### src/rtl/timer_pkg.sv
// Shared definitions for the timer reader: FSM states, timer register
// address constants and a saturating-add overflow helper.
package timer_pkg;

  // Session state machine encoding (explicit values keep the encoding stable).
  typedef enum logic [2:0] {
    ST_IDLE      = 3'd0,
    ST_ARM_REQ   = 3'd1,
    ST_ARM_WAIT  = 3'd2,
    ST_RUN       = 3'd3,
    ST_STOP_REQ  = 3'd4,
    ST_STOP_WAIT = 3'd5,
    ST_UPDATE    = 3'd6
  } state_t;

  // Cycle-counter register of the timer peripheral.
  localparam logic [31:0] TIMER_COUNTER_ADDR = 32'h0000_0004;

  // Address bits the peripheral decodes to pick one of its registers.
  localparam int unsigned TIMER_SEL_MSB = 5;
  localparam int unsigned TIMER_SEL_LSB = 2;

  // Saturating-add helper: reports whether a + b exceeds the all-ones value
  // of a width-bit field (width <= 64). Callers select all-ones on overflow.
  function automatic logic sat_add_overflows(input logic [63:0] a,
                                             input logic [63:0] b,
                                             input int unsigned width);
    logic [64:0] w_sum;
    logic [64:0] w_lim;
    w_sum = {1'b0, a} + {1'b0, b};
    w_lim = (65'd1 << width) - 65'd1;
    return (w_sum > w_lim);
  endfunction

endpackage

### src/rtl/timer_stats_acc.sv
// Measurement statistics: calibration correction, last/min/max, saturating
// sum and count. A clear request always beats a sample update for the
// accumulated statistics, while last/valid still reflect the new sample.
module timer_stats_acc
  import timer_pkg::*;
#(
  parameter int unsigned DATA_WIDTH = 32,
  parameter int unsigned SUM_WIDTH  = 48,
  parameter int unsigned CNT_WIDTH  = 16,
  parameter int unsigned CAL_OFFSET = 0
) (
  input  logic                  clk,
  input  logic                  rst_n,
  input  logic                  i_update,
  input  logic                  i_clear,
  input  logic [DATA_WIDTH-1:0] i_raw,
  output logic                  o_valid,
  output logic [DATA_WIDTH-1:0] o_last,
  output logic [DATA_WIDTH-1:0] o_min,
  output logic [DATA_WIDTH-1:0] o_max,
  output logic [SUM_WIDTH-1:0]  o_sum,
  output logic [CNT_WIDTH-1:0]  o_count
);

  localparam logic [DATA_WIDTH-1:0] CAL = DATA_WIDTH'(CAL_OFFSET);

  logic                  r_valid;
  logic [DATA_WIDTH-1:0] r_last;
  logic [DATA_WIDTH-1:0] r_min;
  logic [DATA_WIDTH-1:0] r_max;
  logic [SUM_WIDTH-1:0]  r_sum;
  logic [CNT_WIDTH-1:0]  r_count;

  logic [DATA_WIDTH-1:0] w_corrected;
  logic [SUM_WIDTH-1:0]  w_sum_add;
  logic [SUM_WIDTH-1:0]  w_sum_next;
  logic [CNT_WIDTH-1:0]  w_count_add;
  logic [CNT_WIDTH-1:0]  w_count_next;

  // Raw capture minus read-path overhead, floored at zero.
  assign w_corrected = (i_raw > CAL) ? (i_raw - CAL) : '0;

  assign w_sum_add    = r_sum + SUM_WIDTH'(w_corrected);
  assign w_sum_next   = sat_add_overflows(64'(r_sum), 64'(w_corrected), SUM_WIDTH)
                        ? '1 : w_sum_add;
  assign w_count_add  = r_count + CNT_WIDTH'(1);
  assign w_count_next = sat_add_overflows(64'(r_count), 64'd1, CNT_WIDTH)
                        ? '1 : w_count_add;

  // Register the sample result and update or clear the running statistics.
  always_ff @(posedge clk) begin
    if (!rst_n) begin
      r_valid <= 1'b0;
      r_last  <= '0;
      r_min   <= '1;
      r_max   <= '0;
      r_sum   <= '0;
      r_count <= '0;
    end else begin
      r_valid <= i_update;
      if (i_update) begin
        r_last <= w_corrected;
      end
      if (i_clear) begin
        r_min   <= '1;
        r_max   <= '0;
        r_sum   <= '0;
        r_count <= '0;
      end else if (i_update) begin
        if (w_corrected < r_min) r_min <= w_corrected;
        if (w_corrected > r_max) r_max <= w_corrected;
        r_sum   <= w_sum_next;
        r_count <= w_count_next;
      end
    end
  end

  assign o_valid = r_valid;
  assign o_last  = r_last;
  assign o_min   = r_min;
  assign o_max   = r_max;
  assign o_sum   = r_sum;
  assign o_count = r_count;

endmodule

### src/rtl/timer_reader.sv
// Bus initiator for the cycle-counter timer. An arm read restarts the timer,
// a stop read captures the elapsed count, which feeds the statistics block.
// The read strobe is registered: ready_in is sampled one cycle before r_en.
module timer_reader
  import timer_pkg::*;
#(
  parameter int unsigned             DATA_WIDTH   = 32,
  parameter int unsigned             ADDRESS_BITS = 32,
  parameter logic [ADDRESS_BITS-1:0] TIMER_ADDR   = ADDRESS_BITS'(TIMER_COUNTER_ADDR),
  parameter int unsigned             CAL_OFFSET   = 0,
  parameter int unsigned             TIMEOUT      = 16,
  parameter int unsigned             SUM_WIDTH    = 48,
  parameter int unsigned             CNT_WIDTH    = 16
) (
  input  logic                    clk,
  input  logic                    rst_n,
  input  logic                    start,
  input  logic                    stop,
  input  logic                    clear_stats,
  output logic                    busy,
  output logic                    meas_valid,
  output logic [DATA_WIDTH-1:0]   meas_last,
  output logic [DATA_WIDTH-1:0]   meas_min,
  output logic [DATA_WIDTH-1:0]   meas_max,
  output logic [SUM_WIDTH-1:0]    meas_sum,
  output logic [CNT_WIDTH-1:0]    meas_count,
  output logic                    timeout_err,
  output logic [ADDRESS_BITS-1:0] address_out,
  output logic                    r_en,
  input  logic [DATA_WIDTH-1:0]   counter_in,
  input  logic                    valid_in,
  input  logic                    ready_in
);

  // Wait counter only needs to reach TIMEOUT-1.
  localparam int unsigned TO_W = (TIMEOUT < 2) ? 1 : $clog2(TIMEOUT);
  localparam logic [TO_W-1:0] TO_LAST = TO_W'(TIMEOUT - 1);

  state_t                  r_state;
  state_t                  w_state_next;
  logic                    r_r_en;
  logic                    w_r_en_next;
  logic [ADDRESS_BITS-1:0] r_addr;
  logic                    r_busy;
  logic [TO_W-1:0]         r_to_cnt;
  logic [TO_W-1:0]         w_to_cnt_next;
  logic                    r_pend_stop;
  logic                    w_pend_stop_next;
  logic [DATA_WIDTH-1:0]   r_raw;
  logic [DATA_WIDTH-1:0]   w_raw_next;
  logic                    r_timeout_err;
  logic                    w_timeout_err_next;
  logic                    w_update;

  // Next-state, strobe, timeout and pending-stop decisions.
  always_comb begin
    w_state_next       = r_state;
    w_r_en_next        = 1'b0;
    w_to_cnt_next      = r_to_cnt;
    w_pend_stop_next   = r_pend_stop;
    w_raw_next         = r_raw;
    w_timeout_err_next = r_timeout_err;
    case (r_state)
      ST_IDLE: begin
        // A stop here (alone or alongside start) is dropped.
        if (start) begin
          w_state_next = ST_ARM_REQ;
          w_r_en_next  = ready_in;
        end
      end
      ST_ARM_REQ: begin
        if (stop) w_pend_stop_next = 1'b1;
        if (r_r_en) begin
          w_state_next  = ST_ARM_WAIT;
          w_to_cnt_next = '0;
        end else begin
          w_r_en_next = ready_in;
        end
      end
      ST_ARM_WAIT: begin
        if (stop) w_pend_stop_next = 1'b1;
        if (valid_in) begin
          w_state_next = ST_RUN;
        end else if (r_to_cnt == TO_LAST) begin
          w_state_next       = ST_IDLE;
          w_timeout_err_next = 1'b1;
          w_pend_stop_next   = 1'b0;
        end else begin
          w_to_cnt_next = r_to_cnt + TO_W'(1);
        end
      end
      ST_RUN: begin
        if (stop || r_pend_stop) begin
          w_state_next     = ST_STOP_REQ;
          w_pend_stop_next = 1'b0;
          w_r_en_next      = ready_in;
        end
      end
      ST_STOP_REQ: begin
        if (r_r_en) begin
          w_state_next  = ST_STOP_WAIT;
          w_to_cnt_next = '0;
        end else begin
          w_r_en_next = ready_in;
        end
      end
      ST_STOP_WAIT: begin
        if (valid_in) begin
          w_state_next = ST_UPDATE;
          w_raw_next   = counter_in;
        end else if (r_to_cnt == TO_LAST) begin
          w_state_next       = ST_IDLE;
          w_timeout_err_next = 1'b1;
          w_pend_stop_next   = 1'b0;
        end else begin
          w_to_cnt_next = r_to_cnt + TO_W'(1);
        end
      end
      ST_UPDATE: begin
        w_state_next = ST_IDLE;
      end
      default: begin
        w_state_next = ST_IDLE;
      end
    endcase
    if (clear_stats) w_timeout_err_next = 1'b0;
  end

  // State and registered bus outputs.
  always_ff @(posedge clk) begin
    if (!rst_n) begin
      r_state       <= ST_IDLE;
      r_r_en        <= 1'b0;
      r_addr        <= '0;
      r_busy        <= 1'b0;
      r_to_cnt      <= '0;
      r_pend_stop   <= 1'b0;
      r_raw         <= '0;
      r_timeout_err <= 1'b0;
    end else begin
      r_state       <= w_state_next;
      r_r_en        <= w_r_en_next;
      r_addr        <= w_r_en_next ? TIMER_ADDR : '0;
      r_busy        <= (w_state_next != ST_IDLE);
      r_to_cnt      <= w_to_cnt_next;
      r_pend_stop   <= w_pend_stop_next;
      r_raw         <= w_raw_next;
      r_timeout_err <= w_timeout_err_next;
    end
  end

  assign w_update = (r_state == ST_UPDATE);

  timer_stats_acc #(
    .DATA_WIDTH (DATA_WIDTH),
    .SUM_WIDTH  (SUM_WIDTH),
    .CNT_WIDTH  (CNT_WIDTH),
    .CAL_OFFSET (CAL_OFFSET)
  ) u_stats (
    .clk      (clk),
    .rst_n    (rst_n),
    .i_update (w_update),
    .i_clear  (clear_stats),
    .i_raw    (r_raw),
    .o_valid  (meas_valid),
    .o_last   (meas_last),
    .o_min    (meas_min),
    .o_max    (meas_max),
    .o_sum    (meas_sum),
    .o_count  (meas_count)
  );

  assign busy        = r_busy;
  assign r_en        = r_r_en;
  assign address_out = r_addr;
  assign timeout_err = r_timeout_err;

endmodule
### config.mk
export PLATFORM = sky130hd
export DESIGN_NAME = timer_reader
export DESIGN_NICKNAME = d
export VERILOG_FILES = /design/src/rtl/timer_pkg.sv /design/src/rtl/timer_stats_acc.sv /design/src/rtl/timer_reader.sv
export SDC_FILE = /design/constraint.sdc
export NUM_CORES = 1
export LEC_CHECK = 0
export ABC_AREA = 1
export BUFFER_PORTS_ARGS = -buffer_cell sky130_fd_sc_hd__buf_4
export CORE_ASPECT_RATIO = 1.2
export CORE_MARGIN = 2
export CORE_UTILIZATION = 52
export DETAILED_ROUTE_END_ITERATION = 16
export PLACE_DENSITY = 0.77
export SETUP_SLACK_MARGIN = 0.4
export SLEW_MARGIN = 20
export SYNTH_ARGS = -nofsm -noshare
export SYNTH_HDL_FRONTEND = slang
export SYNTH_HIERARCHICAL = 1
export SYNTH_SLANG_ARGS = --single-unit
### constraint.sdc
create_clock -name clk -period 2.1 [get_ports clk]
set_input_delay 0.105 -clock clk [delete_from_list [all_inputs] [get_ports clk]]
set_output_delay 0.105 -clock clk [all_outputs]
set_load 0.01 [all_outputs]
==> impl_results.html, run 1 <==
<table>
<tr><th>Metric</th><th>Value</th></tr>
<tr><th colspan="2">Outcome</th></tr>
<tr><td>Run status</td><td>finished with violations</td></tr>
<tr><td>Violated checks</td><td>negative setup slack</td></tr>
<tr><th colspan="2">Die</th></tr>
<tr><td>Height of the die</td><td>about 180 um</td></tr>
<tr><td>Top-Level Pins</td><td>roughly 240</td></tr>
<tr><td>Die Outline Area</td><td>between 20000 and 30000 um^2</td></tr>
<tr><td>Std cell rows</td><td>64</td></tr>
<tr><td>Overall die width</td><td>roughly 150 um</td></tr>
<tr><td>Area of the core</td><td>about 25000 um^2</td></tr>
<tr><td>Initial Utilization</td><td>0.525</td></tr>
<tr><th colspan="2">Global route</th></tr>
<tr><td>Number of antenna violations at the first check in global routing</td><td>1</td></tr>
<tr><td>Overall track demand over capacity in global routing</td><td>0.384</td></tr>
<tr><td>Leftover overflow at the end of global routing</td><td>0</td></tr>
<tr><td>Vias in the first global route</td><td>between 15000 and 20000</td></tr>
<tr><td>First-pass GRT wire length</td><td>roughly 81000 um</td></tr>
<tr><td>Pin count of the biggest net entering global routing</td><td>roughly 130</td></tr>
<tr><th colspan="2">Finish</th></tr>
<tr><td>Final nets</td><td>around 2700</td></tr>
<tr><td>Commonest cells after routing, fill and taps aside</td><td>460 x sky130_fd_sc_hd__nand2_1, 424 x sky130_fd_sc_hd__buf_4, 271 x sky130_fd_sc_hd__inv_1</td></tr>
<tr><td>Diode insertion count for antenna repair</td><td>0</td></tr>
<tr><td>Fraction of final layout cells sized beyond drive strength 1</td><td>0.349</td></tr>
<tr><td>P&amp;R area growth vs syn</td><td>51.3%</td></tr>
<tr><td>Register cell area after layout</td><td>4160 um^2</td></tr>
<tr><td>Most common cell after layout, fill and taps aside</td><td>sky130_fd_sc_hd__nand2_1</td></tr>
<tr><td>Area of combinational cells with multiple inputs</td><td>8720 um^2</td></tr>
<tr><td>Fillers</td><td>roughly 1700</td></tr>
<tr><th colspan="2">Worst setup path</th></tr>
<tr><td>Data arrival time of the worst path</td><td>about 3400 ps</td></tr>
<tr><td>Required time at the worst-slack endpoint</td><td>2480 ps</td></tr>
<tr><td>Cell type group with the largest total delay on the critical path</td><td>simple AND/OR/NAND/NOR gates</td></tr>
<tr><td>Largest stage delay on the critical path</td><td>approximately 610 ps</td></tr>
<tr><td>Cells along the critical path</td><td>inv_1, nand2_1, nand2_1, nor2_1, nand2_1, nor2_1, nand2_1, inv_1, nand2_2, nand2_2, nand2_2, nand2_4, nand2_8, buf_12, nand2_2, nand2_1, nor2_1</td></tr>
<tr><td>Kind of start point of the critical path</td><td>flip-flop</td></tr>
<tr><td>CP max stage cell</td><td>sky130_fd_sc_hd__dfxtp_1</td></tr>
<tr><td>CP Max Fanout</td><td>7</td></tr>
<tr><td>Most common cell type on the critical path</td><td>sky130_fd_sc_hd__nand2_1</td></tr>
<tr><td>Total buffers and inverters traversed by the critical path</td><td>3</td></tr>
<tr><td>Kind of end point of the critical path</td><td>flip-flop</td></tr>
<tr><td>Critical path type</td><td>reg2reg</td></tr>
<tr><th colspan="2">Placed design</th></tr>
<tr><td>Sum of net half-perimeters after detailed placement</td><td>around 36000 um</td></tr>
<tr><td>Placer's final routability congestion estimate</td><td>between 0.9 and 1</td></tr>
<tr><td>Post-Place Worst Slack</td><td>-237 ps</td></tr>
<tr><td>Buffers on Ports</td><td>~200</td></tr>
<tr><th colspan="2">Synthesis</th></tr>
<tr><td>Register area share after synthesis</td><td>0.306</td></tr>
<tr><td>Cell count after synthesis</td><td>~2100</td></tr>
<tr><td>Simple-gate share of the synthesized area</td><td>0.333</td></tr>
<tr><td>Warnings from Yosys</td><td>6</td></tr>
<tr><td>Count of cell types in the netlist</td><td>44</td></tr>
<tr><td>Flop and latch count out of synthesis</td><td>204</td></tr>
<tr><td>Syn avg cell area</td><td>around 6.4 um^2</td></tr>
<tr><td>Async set or reset register ratio after synthesis</td><td>0</td></tr>
<tr><td>Largest family of logic cells by synthesized area</td><td>simple AND/OR/NAND/NOR gates</td></tr>
<tr><td>Count of flip-flops with a built-in enable after synthesis</td><td>0</td></tr>
<tr><td>Post-Synth Adder-Cell Area</td><td>0.0625</td></tr>
<tr><td>Xor/xnor share of the synthesized area</td><td>0.0237</td></tr>
<tr><td>Dominant register cell in the synthesized netlist</td><td>sky130_fd_sc_hd__dfxtp_1</td></tr>
<tr><td>Portion of netlist area occupied by mux cells</td><td>0</td></tr>
<tr><td>Post-synthesis compound-gate area fraction</td><td>0.137</td></tr>
<tr><td>Syn Std Cell Area</td><td>13300 um^2</td></tr>
<tr><th colspan="2">Route</th></tr>
<tr><td>Post-detailed-route via-to-cell ratio</td><td>5.85</td></tr>
<tr><td>Top layer reached by signal wires</td><td>met5</td></tr>
<tr><td>Total DRC errors in the routed layout</td><td>0</td></tr>
<tr><td>Detailed-routed wire length on met2</td><td>between 20000 and 30000 um</td></tr>
<tr><td>Number of vias in the routed layout</td><td>17000</td></tr>
<tr><td>Met1 WL</td><td>around 21000 um</td></tr>
<tr><td>Detailed Route Iter0 Violations</td><td>slightly below 2000</td></tr>
<tr><td>Wire length on met3</td><td>6600 um</td></tr>
<tr><td>Total Routed Length</td><td>between 60000 and 70000 um</td></tr>
<tr><td>Number of search-and-repair iterations in the first detailed-routing pass</td><td>6</td></tr>
<tr><td>Per-cell routed wire length</td><td>roughly 21 um</td></tr>
<tr><td>Antenna-violating nets left</td><td>0</td></tr>
<tr><th colspan="2">Clock tree</th></tr>
<tr><td>Max clock buf depth</td><td>3</td></tr>
<tr><td>Clock buffers created by TritonCTS</td><td>24</td></tr>
<tr><td>Clock tree from TritonCTS</td><td>built</td></tr>
<tr><td>Clock Latency Late Sink</td><td>roughly 550 ps</td></tr>
<tr><td>Root Buffer Master</td><td>sky130_fd_sc_hd__clkbuf_16</td></tr>
<tr><td>H-tree lvl count</td><td>1</td></tr>
<tr><td>Clock sink count</td><td>between 200 and 250</td></tr>
<tr><td>Clock transition at the registers of the reported paths</td><td>approximately 70 ps</td></tr>
<tr><th colspan="2">Power and ir drop</th></tr>
<tr><td>Reported leakage power</td><td>0.00991 uW</td></tr>
<tr><td>Power after layout</td><td>8900 uW</td></tr>
<tr><td>Peak supply drop</td><td>between 0.0009 and 0.001 V</td></tr>
<tr><td>Power per standard cell area</td><td>approximately 440 nW/um^2</td></tr>
<tr><th colspan="2">Timing</th></tr>
<tr><td>Worst-case setup margin in the final layout</td><td>-884 ps</td></tr>
<tr><td>Clock Skew</td><td>approximately 22 ps</td></tr>
<tr><td>Relative max-transition margin</td><td>0.568</td></tr>
<tr><td>Crit share post-route</td><td>1.42</td></tr>
<tr><td>Fmax</td><td>between 300 and 400 MHz</td></tr>
<tr><td>Max Slew Vio Count</td><td>0</td></tr>
<tr><td>Count of final setup violators</td><td>between 100 and 150</td></tr>
<tr><td>Least-Margin Pin Slew</td><td>approximately 650 ps</td></tr>
<tr><td>Unrepaired setup endpoints after global routing</td><td>true</td></tr>
<tr><td>Hold violation count in the final report</td><td>0</td></tr>
<tr><td>Final worst hold slack</td><td>around 23 ps</td></tr>
<tr><td>Minimum clock period after layout</td><td>about 3000 ps</td></tr>
<tr><th colspan="2">Hold path</th></tr>
<tr><td>Class of the worst hold path</td><td>in2reg</td></tr>
<tr><th colspan="2">Flow run</th></tr>
<tr><td>Number of max-capacitance violations reported</td><td>0</td></tr>
</table>
-- sequential cells by signal (all words and copies together) (netlist names) --
register	cells
u_stats/o_sum	48
r_raw	32
u_stats/o_last	32
u_stats/o_max	32
u_stats/o_min	32
u_stats/o_count	16
r_to_cnt	4
r_state	3
address_out	1
busy	1
r_pend_stop	1
timeout_err	1
u_stats/o_valid	1
-- through the flow --
step	TNS (ps)	instances	instance area, um^2	util
3_3_place_gp	-10300	2739	16700	0.659
5_1_grt	-41050	2898	20200	0.795
6_report	-33210	2898	20200	0.795
4_1_cts	-11020	2877	19400	0.762
3_5_place_dp	-14560	2739	16700	0.659
2_1_floorplan	-829	2114	13800	-
-- kinds of logic (layout without fill, tap and decap cells) --
family                     count (synthesis)  count (layout)
other                                      1              31
adders and majority gates                 66              66
buffers and inverters                    420             873
and+or+nand+nor                         1040            1041
AOI/OAI and AO/OA                        317             317
DFF                                      204             204
xor gates and xnor gates                  36              36
-- power by group --
group / switching (uW) / internal (uW)
combinational: 271 / 192
clock: 1880 / 2670
sequential: 19.3 / 3870
-- what timing repair did --
action / in CTS / in global routing
setup buffers: 34 / 18
pin swaps: 53 / 66
cloned: 20 / 4
gates resized for setup: 152 / 157
endpoints found under the hold margin: 45 / 0
hold buffers: 41 / 0
endpoints found under the setup margin: 128 / 133
-- metal layers --
layer,vias to the layer above,GRT usage
met5,-,0
met4,2,0.219
met3,440,0.0575
met2,1289,0.682
met1,7702,0.441
li1,7523,-
-- worst min-delay path, delay by kind of cell --
family	cells	cell delay [ps]
AOI/OAI and AO/OA	1	110
buffers and inverters	1	90
and+or+nand+nor	3	200
-- Yosys cell counts, types with 6 or more instances --
cell	n	area [um^2]
sky130_fd_sc_hd__buf_2	12	60.1
sky130_fd_sc_hd__o21ai_0	128	641
sky130_fd_sc_hd__a21oi_1	111	556
sky130_fd_sc_hd__inv_1	283	1060
sky130_fd_sc_hd__inv_2	12	45.0
sky130_fd_sc_hd__buf_4	39	293
sky130_fd_sc_hd__xnor2_1	14	123
sky130_fd_sc_hd__buf_6	10	113
sky130_fd_sc_hd__o211ai_1	7	52.6
sky130_fd_sc_hd__o21bai_1	11	82.6
sky130_fd_sc_hd__nand2_4	6	67.6
sky130_fd_sc_hd__or2_2	8	50.1
sky130_fd_sc_hd__dfxtp_1	204	4080
sky130_fd_sc_hd__nand2_1	523	1960
sky130_fd_sc_hd__nand4_1	30	188
sky130_fd_sc_hd__nor3_1	17	85.1
sky130_fd_sc_hd__nand3_1	199	996
sky130_fd_sc_hd__nor2_1	221	830
sky130_fd_sc_hd__a21oi_2	45	394
sky130_fd_sc_hd__nand3b_1	6	45.0
sky130_fd_sc_hd__nand2_2	18	113
sky130_fd_sc_hd__xor2_1	22	193
sky130_fd_sc_hd__clkbuf_1	57	214
sky130_fd_sc_hd__ha_1	65	813
-- area by class of cell --
| cell class | count | share of cell area |
|---|---|---|
| clock buffer | 32 | 0.0337 |
| clock inverter | 11 | 0.00806 |
| inverter | 299 | 0.0565 |
| multi-input combinational | 1491 | 0.432 |
| sequential | 204 | 0.206 |
| tap | 330 | 0.0205 |
| timing repair buffer | 530 | 0.242 |
| timing repair inverter | 1 | 0.000434 |
-- worst paths after layout --
path / start / to / slack (ps) / cells past startpoint
worst max register to register: u_stats/o_max[12] / u_stats/o_max[12] / -880 / 17
worst min register to register: u_stats/o_min[29] / u_stats/o_min[29] / 490 / 2
worst max-delay path: u_stats/o_max[12] / u_stats/o_max[12] / -880 / 17
worst min-delay path: stop / r_pend_stop / 20 / 5
No activity file was read; power rests on OpenSTA's default activity.
==> run 2: changes to the inputs <==
--- a/config.mk
+++ b/config.mk
@@ -9,9 +9,9 @@
 export BUFFER_PORTS_ARGS = -buffer_cell sky130_fd_sc_hd__buf_4
 export CORE_ASPECT_RATIO = 1.2
 export CORE_MARGIN = 2
-export CORE_UTILIZATION = 52
+export CORE_UTILIZATION = 55
 export DETAILED_ROUTE_END_ITERATION = 16
-export PLACE_DENSITY = 0.77
+export PLACE_DENSITY = 0.78
 export SETUP_SLACK_MARGIN = 0.4
 export SLEW_MARGIN = 20
 export SYNTH_ARGS = -nofsm -noshare
==> constraint.sdc (replaced) <==
create_clock -name clk -period 3.5 [get_ports clk]
set_input_delay 0.175 -clock clk [delete_from_list [all_inputs] [get_ports clk]]
set_output_delay 0.175 -clock clk [all_outputs]
set_load 0.01 [all_outputs]
==> run 2 against run 1 <==
Compared with the run above:
- sequential share of layout area is 5.2 points higher
- largest cell class unchanged
- critical endpoint is now u_stats/o_sum[20]
- the run now ends clean
- critical path type unchanged
- hold slack worse by 12 ps
- register-to-register slack better by 1500 ps
==> impl_results.html, run 2 (synthesis results as in run 1) <==
<table>
<tr><th>Metric</th><th>Value</th></tr>
<tr><th colspan="2">Clock tree</th></tr>
<tr><td>Clock tree from TritonCTS</td><td>built (unchanged)</td></tr>
<tr><td>Buffers inserted during post-CTS setup optimization</td><td>0 (was 34)</td></tr>
<tr><td>H-tree lvl count</td><td>1 (unchanged)</td></tr>
<tr><td>Clock transition at the registers of the reported paths</td><td>60 ps (was 70 ps)</td></tr>
<tr><td>Clock Latency Late Sink</td><td>510 ps (was 550 ps)</td></tr>
<tr><td>Clock sink count</td><td>204 (unchanged)</td></tr>
<tr><td>Max clock buf depth</td><td>3 (unchanged)</td></tr>
<tr><td>Root Buffer Master</td><td>sky130_fd_sc_hd__clkbuf_16 (unchanged)</td></tr>
<tr><td>Clock buffers created by TritonCTS</td><td>22 (was 24)</td></tr>
<tr><th colspan="2">Finish</th></tr>
<tr><td>Fillers</td><td>2191 (was 1659)</td></tr>
<tr><td>Final nets</td><td>2367 (was 2656)</td></tr>
<tr><td>Fraction of final layout cells sized beyond drive strength 1</td><td>0.158 (was 0.349)</td></tr>
<tr><td>Most common cell after layout, fill and taps aside</td><td>sky130_fd_sc_hd__nand2_1 (unchanged)</td></tr>
<tr><td>Number of flip-flops under the largest register name</td><td>48 (unchanged)</td></tr>
<tr><td>Commonest cells after routing, fill and taps aside</td><td>523 x sky130_fd_sc_hd__nand2_1, 283 x sky130_fd_sc_hd__inv_1, 218 x sky130_fd_sc_hd__nor2_1 (was 460 x sky130_fd_sc_hd__nand2_1, 424 x sky130_fd_sc_hd__buf_4, 271 x sky130_fd_sc_hd__inv_1)</td></tr>
<tr><td>Diode insertion count for antenna repair</td><td>0 (unchanged)</td></tr>
<tr><td>P&amp;R area growth vs syn</td><td>18.7% (was 51.3%)</td></tr>
<tr><th colspan="2">Power and ir drop</th></tr>
<tr><td>Power per standard cell area</td><td>314 nW/um^2 (was 441 nW/um^2)</td></tr>
<tr><td>Power after layout</td><td>4970 uW (was 8900 uW)</td></tr>
<tr><td>Peak supply drop</td><td>0.000286 V (was 0.000912 V)</td></tr>
<tr><td>Reported leakage power</td><td>0.00802 uW (was 0.00991 uW)</td></tr>
<tr><th colspan="2">Global route</th></tr>
<tr><td>Overall track demand over capacity in global routing</td><td>0.328 (was 0.384)</td></tr>
<tr><td>Vias in the first global route</td><td>13100 (was 15400)</td></tr>
<tr><td>Leftover overflow at the end of global routing</td><td>0 (unchanged)</td></tr>
<tr><td>Number of antenna violations at the first check in global routing</td><td>0 (was 1)</td></tr>
<tr><td>First-pass GRT wire length</td><td>67200 um (was 80800 um)</td></tr>
<tr><td>Pin count of the biggest net entering global routing</td><td>129 (unchanged)</td></tr>
<tr><th colspan="2">Outcome</th></tr>
<tr><td>Run status</td><td>finished clean (was finished with violations)</td></tr>
<tr><th colspan="2">Route</th></tr>
<tr><td>Number of vias in the routed layout</td><td>14000 (was 17000)</td></tr>
<tr><td>Total DRC errors in the routed layout</td><td>0 (unchanged)</td></tr>
<tr><td>Per-cell routed wire length</td><td>16.7 um (was 21.3 um)</td></tr>
<tr><td>Number of search-and-repair iterations in the first detailed-routing pass</td><td>7 (was 6)</td></tr>
<tr><td>Total Routed Length</td><td>43400 um (was 61700 um)</td></tr>
<tr><td>Antenna-violating nets left</td><td>0 (unchanged)</td></tr>
<tr><td>Post-detailed-route via-to-cell ratio</td><td>5.40 (was 5.85)</td></tr>
<tr><td>Detailed Route Iter0 Violations</td><td>1019 (was 1930)</td></tr>
<tr><th colspan="2">Flow run</th></tr>
<tr><td>Number of max-capacitance violations reported</td><td>0 (unchanged)</td></tr>
<tr><th colspan="2">Placed design</th></tr>
<tr><td>Buffers on Ports</td><td>203 (unchanged)</td></tr>
<tr><td>Sum of net half-perimeters after detailed placement</td><td>32600 um (was 35700 um)</td></tr>
<tr><td>Placer's final routability congestion estimate</td><td>0.984 (was 0.992)</td></tr>
<tr><th colspan="2">Timing</th></tr>
<tr><td>Crit share post-route</td><td>0.817 (was 1.42)</td></tr>
<tr><td>Hold violation count in the final report</td><td>0 (unchanged)</td></tr>
<tr><td>Unrepaired setup endpoints after global routing</td><td>false (was true)</td></tr>
<tr><td>Least-Margin Pin Slew</td><td>813 ps (was 648 ps)</td></tr>
<tr><td>Minimum clock period after layout</td><td>2860 ps (was 2980 ps)</td></tr>
<tr><td>Clock Skew</td><td>10.7 ps (was 22.1 ps)</td></tr>
<tr><td>Max Slew Vio Count</td><td>0 (unchanged)</td></tr>
<tr><td>Count of final setup violators</td><td>0 (was 112)</td></tr>
<tr><td>Relative max-transition margin</td><td>0.458 (was 0.568)</td></tr>
<tr><td>Fmax</td><td>350 MHz (was 335 MHz)</td></tr>
<tr><td>Total Negative Setup Slacks</td><td>0 ps (was -33210 ps)</td></tr>
<tr><th colspan="2">Worst setup path</th></tr>
<tr><td>Kind of end point of the critical path</td><td>flip-flop (unchanged)</td></tr>
<tr><td>Kind of start point of the critical path</td><td>flip-flop (unchanged)</td></tr>
<tr><td>Required time at the worst-slack endpoint</td><td>3870 ps (was 2480 ps)</td></tr>
<tr><td>CP Max Fanout</td><td>45 (was 7)</td></tr>
<tr><td>Number of cells traversed by the worst register-to-register path</td><td>15 (was 17)</td></tr>
<tr><td>Critical path type</td><td>reg2reg (unchanged)</td></tr>
<tr><td>Data arrival time of the worst path</td><td>3230 ps (was 3370 ps)</td></tr>
<tr><th colspan="2">Hold path</th></tr>
<tr><td>Class of the worst hold path</td><td>in2reg (unchanged)</td></tr>
<tr><td>Worst Hold Path Cells</td><td>3 (was 5)</td></tr>
<tr><th colspan="2">Die</th></tr>
<tr><td>Overall die width</td><td>146 um (was 150 um)</td></tr>
<tr><td>Area of the core</td><td>23900 um^2 (was 25400 um^2)</td></tr>
<tr><td>Std cell rows</td><td>62 (was 64)</td></tr>
<tr><td>Die Outline Area</td><td>25500 um^2 (was 26900 um^2)</td></tr>
<tr><td>Top-Level Pins</td><td>235 (unchanged)</td></tr>
<tr><td>Initial Utilization</td><td>0.558 (was 0.525)</td></tr>
<tr><td>Height of the die</td><td>175 um (was 179 um)</td></tr>
</table>
==> run 2: cell types whose count changed in the layout (fill, tap and decap cells not counted), moves of 24 or more <==
cell,change
sky130_fd_sc_hd__nand2_1,+63
sky130_fd_sc_hd__dfxtp_1,+40
sky130_fd_sc_hd__nand2_2,-49
sky130_fd_sc_hd__ha_1,+24
sky130_fd_sc_hd__buf_4,-208
sky130_fd_sc_hd__nor2_1,+31
sky130_fd_sc_hd__a21oi_1,+30
sky130_fd_sc_hd__nand3_1,+41
sky130_fd_sc_hd__ha_4,-24
sky130_fd_sc_hd__dfxtp_2,-28
sky130_fd_sc_hd__a21oi_2,-26
sky130_fd_sc_hd__nand3_2,-37
sky130_fd_sc_hd__nor2_2,-24
==> run 2: area by class of cell <==
class,count,area (um^2),share of cell area
Clock buffer,27,611,0.0386
Clock inverter,12,120,0.00759
Inverter,299,1130,0.0714
Multi-Input combinational cell,1490,7560,0.478
Sequential cell,204,4080,0.258
Tap cell,320,400,0.0253
Timing Repair Buffer,245,1920,0.121
==> run 2: worst paths after layout <==
path	end	slack [ps]	start
max	u_stats/o_sum[20]	640	r_raw[5]
min	r_raw[0]	10	counter_in[0]
max reg2reg	u_stats/o_sum[20]	640	r_raw[5]
min reg2reg	u_stats/o_min[19]	480	u_stats/o_min[19]
==> run 2: power breakdown <==
group | total [uW] | switching [uW] | internal, uW
logic | 235 | 143 | 91.9
registers | 2350 | 15.9 | 2330
clock network | 2390 | 1000 | 1390
total | 4970 | 1160 | 3810
==> run 2: metal layers <==
metal  track usage  up-vias  wire, um
met5             0        -         0
met4         0.155        0      2190
met3        0.0554      126      3170
met2         0.565      564     20500
met1         0.400     6403     17500
li1              -     6941         -
==> run 2: stage by stage <==
stage	cells	utilization	hold slack, ps	cell area [um^2]	setup slack, ps
4_1_cts	2597	0.662	4.27	15800	587
3_3_place_gp	2530	0.620	365	14800	396
5_1_grt	2597	0.662	21.8	15800	422
6_report	2597	0.662	11.2	15800	641
2_1_floorplan	2114	-	247	13400	1300
3_5_place_dp	2530	0.620	367	14800	284
==> run 2: repair_timing <==
item,in CTS,in global routing
gates resized for setup,1,1
hold buffers,28,0
endpoints found under the setup margin,24,24
endpoints found under the hold margin,28,0
==> run 2: worst max-delay path: stages, from the launching register on <==
cell and delay [ps]:
sky130_fd_sc_hd__dfxtp_1 560, sky130_fd_sc_hd__ha_1 360, sky130_fd_sc_hd__nand3_1 110, sky130_fd_sc_hd__nand2_1 70
sky130_fd_sc_hd__inv_1 70, sky130_fd_sc_hd__nor2_1 50, sky130_fd_sc_hd__nor2_1 110, sky130_fd_sc_hd__nand2_2 120
sky130_fd_sc_hd__nand2_1 90, sky130_fd_sc_hd__nand2_2 80, sky130_fd_sc_hd__nand2_1 80, sky130_fd_sc_hd__nand2_2 90
sky130_fd_sc_hd__nand2_2 100, sky130_fd_sc_hd__nand2_4 90, sky130_fd_sc_hd__inv_4 560, sky130_fd_sc_hd__a21oi_1 170
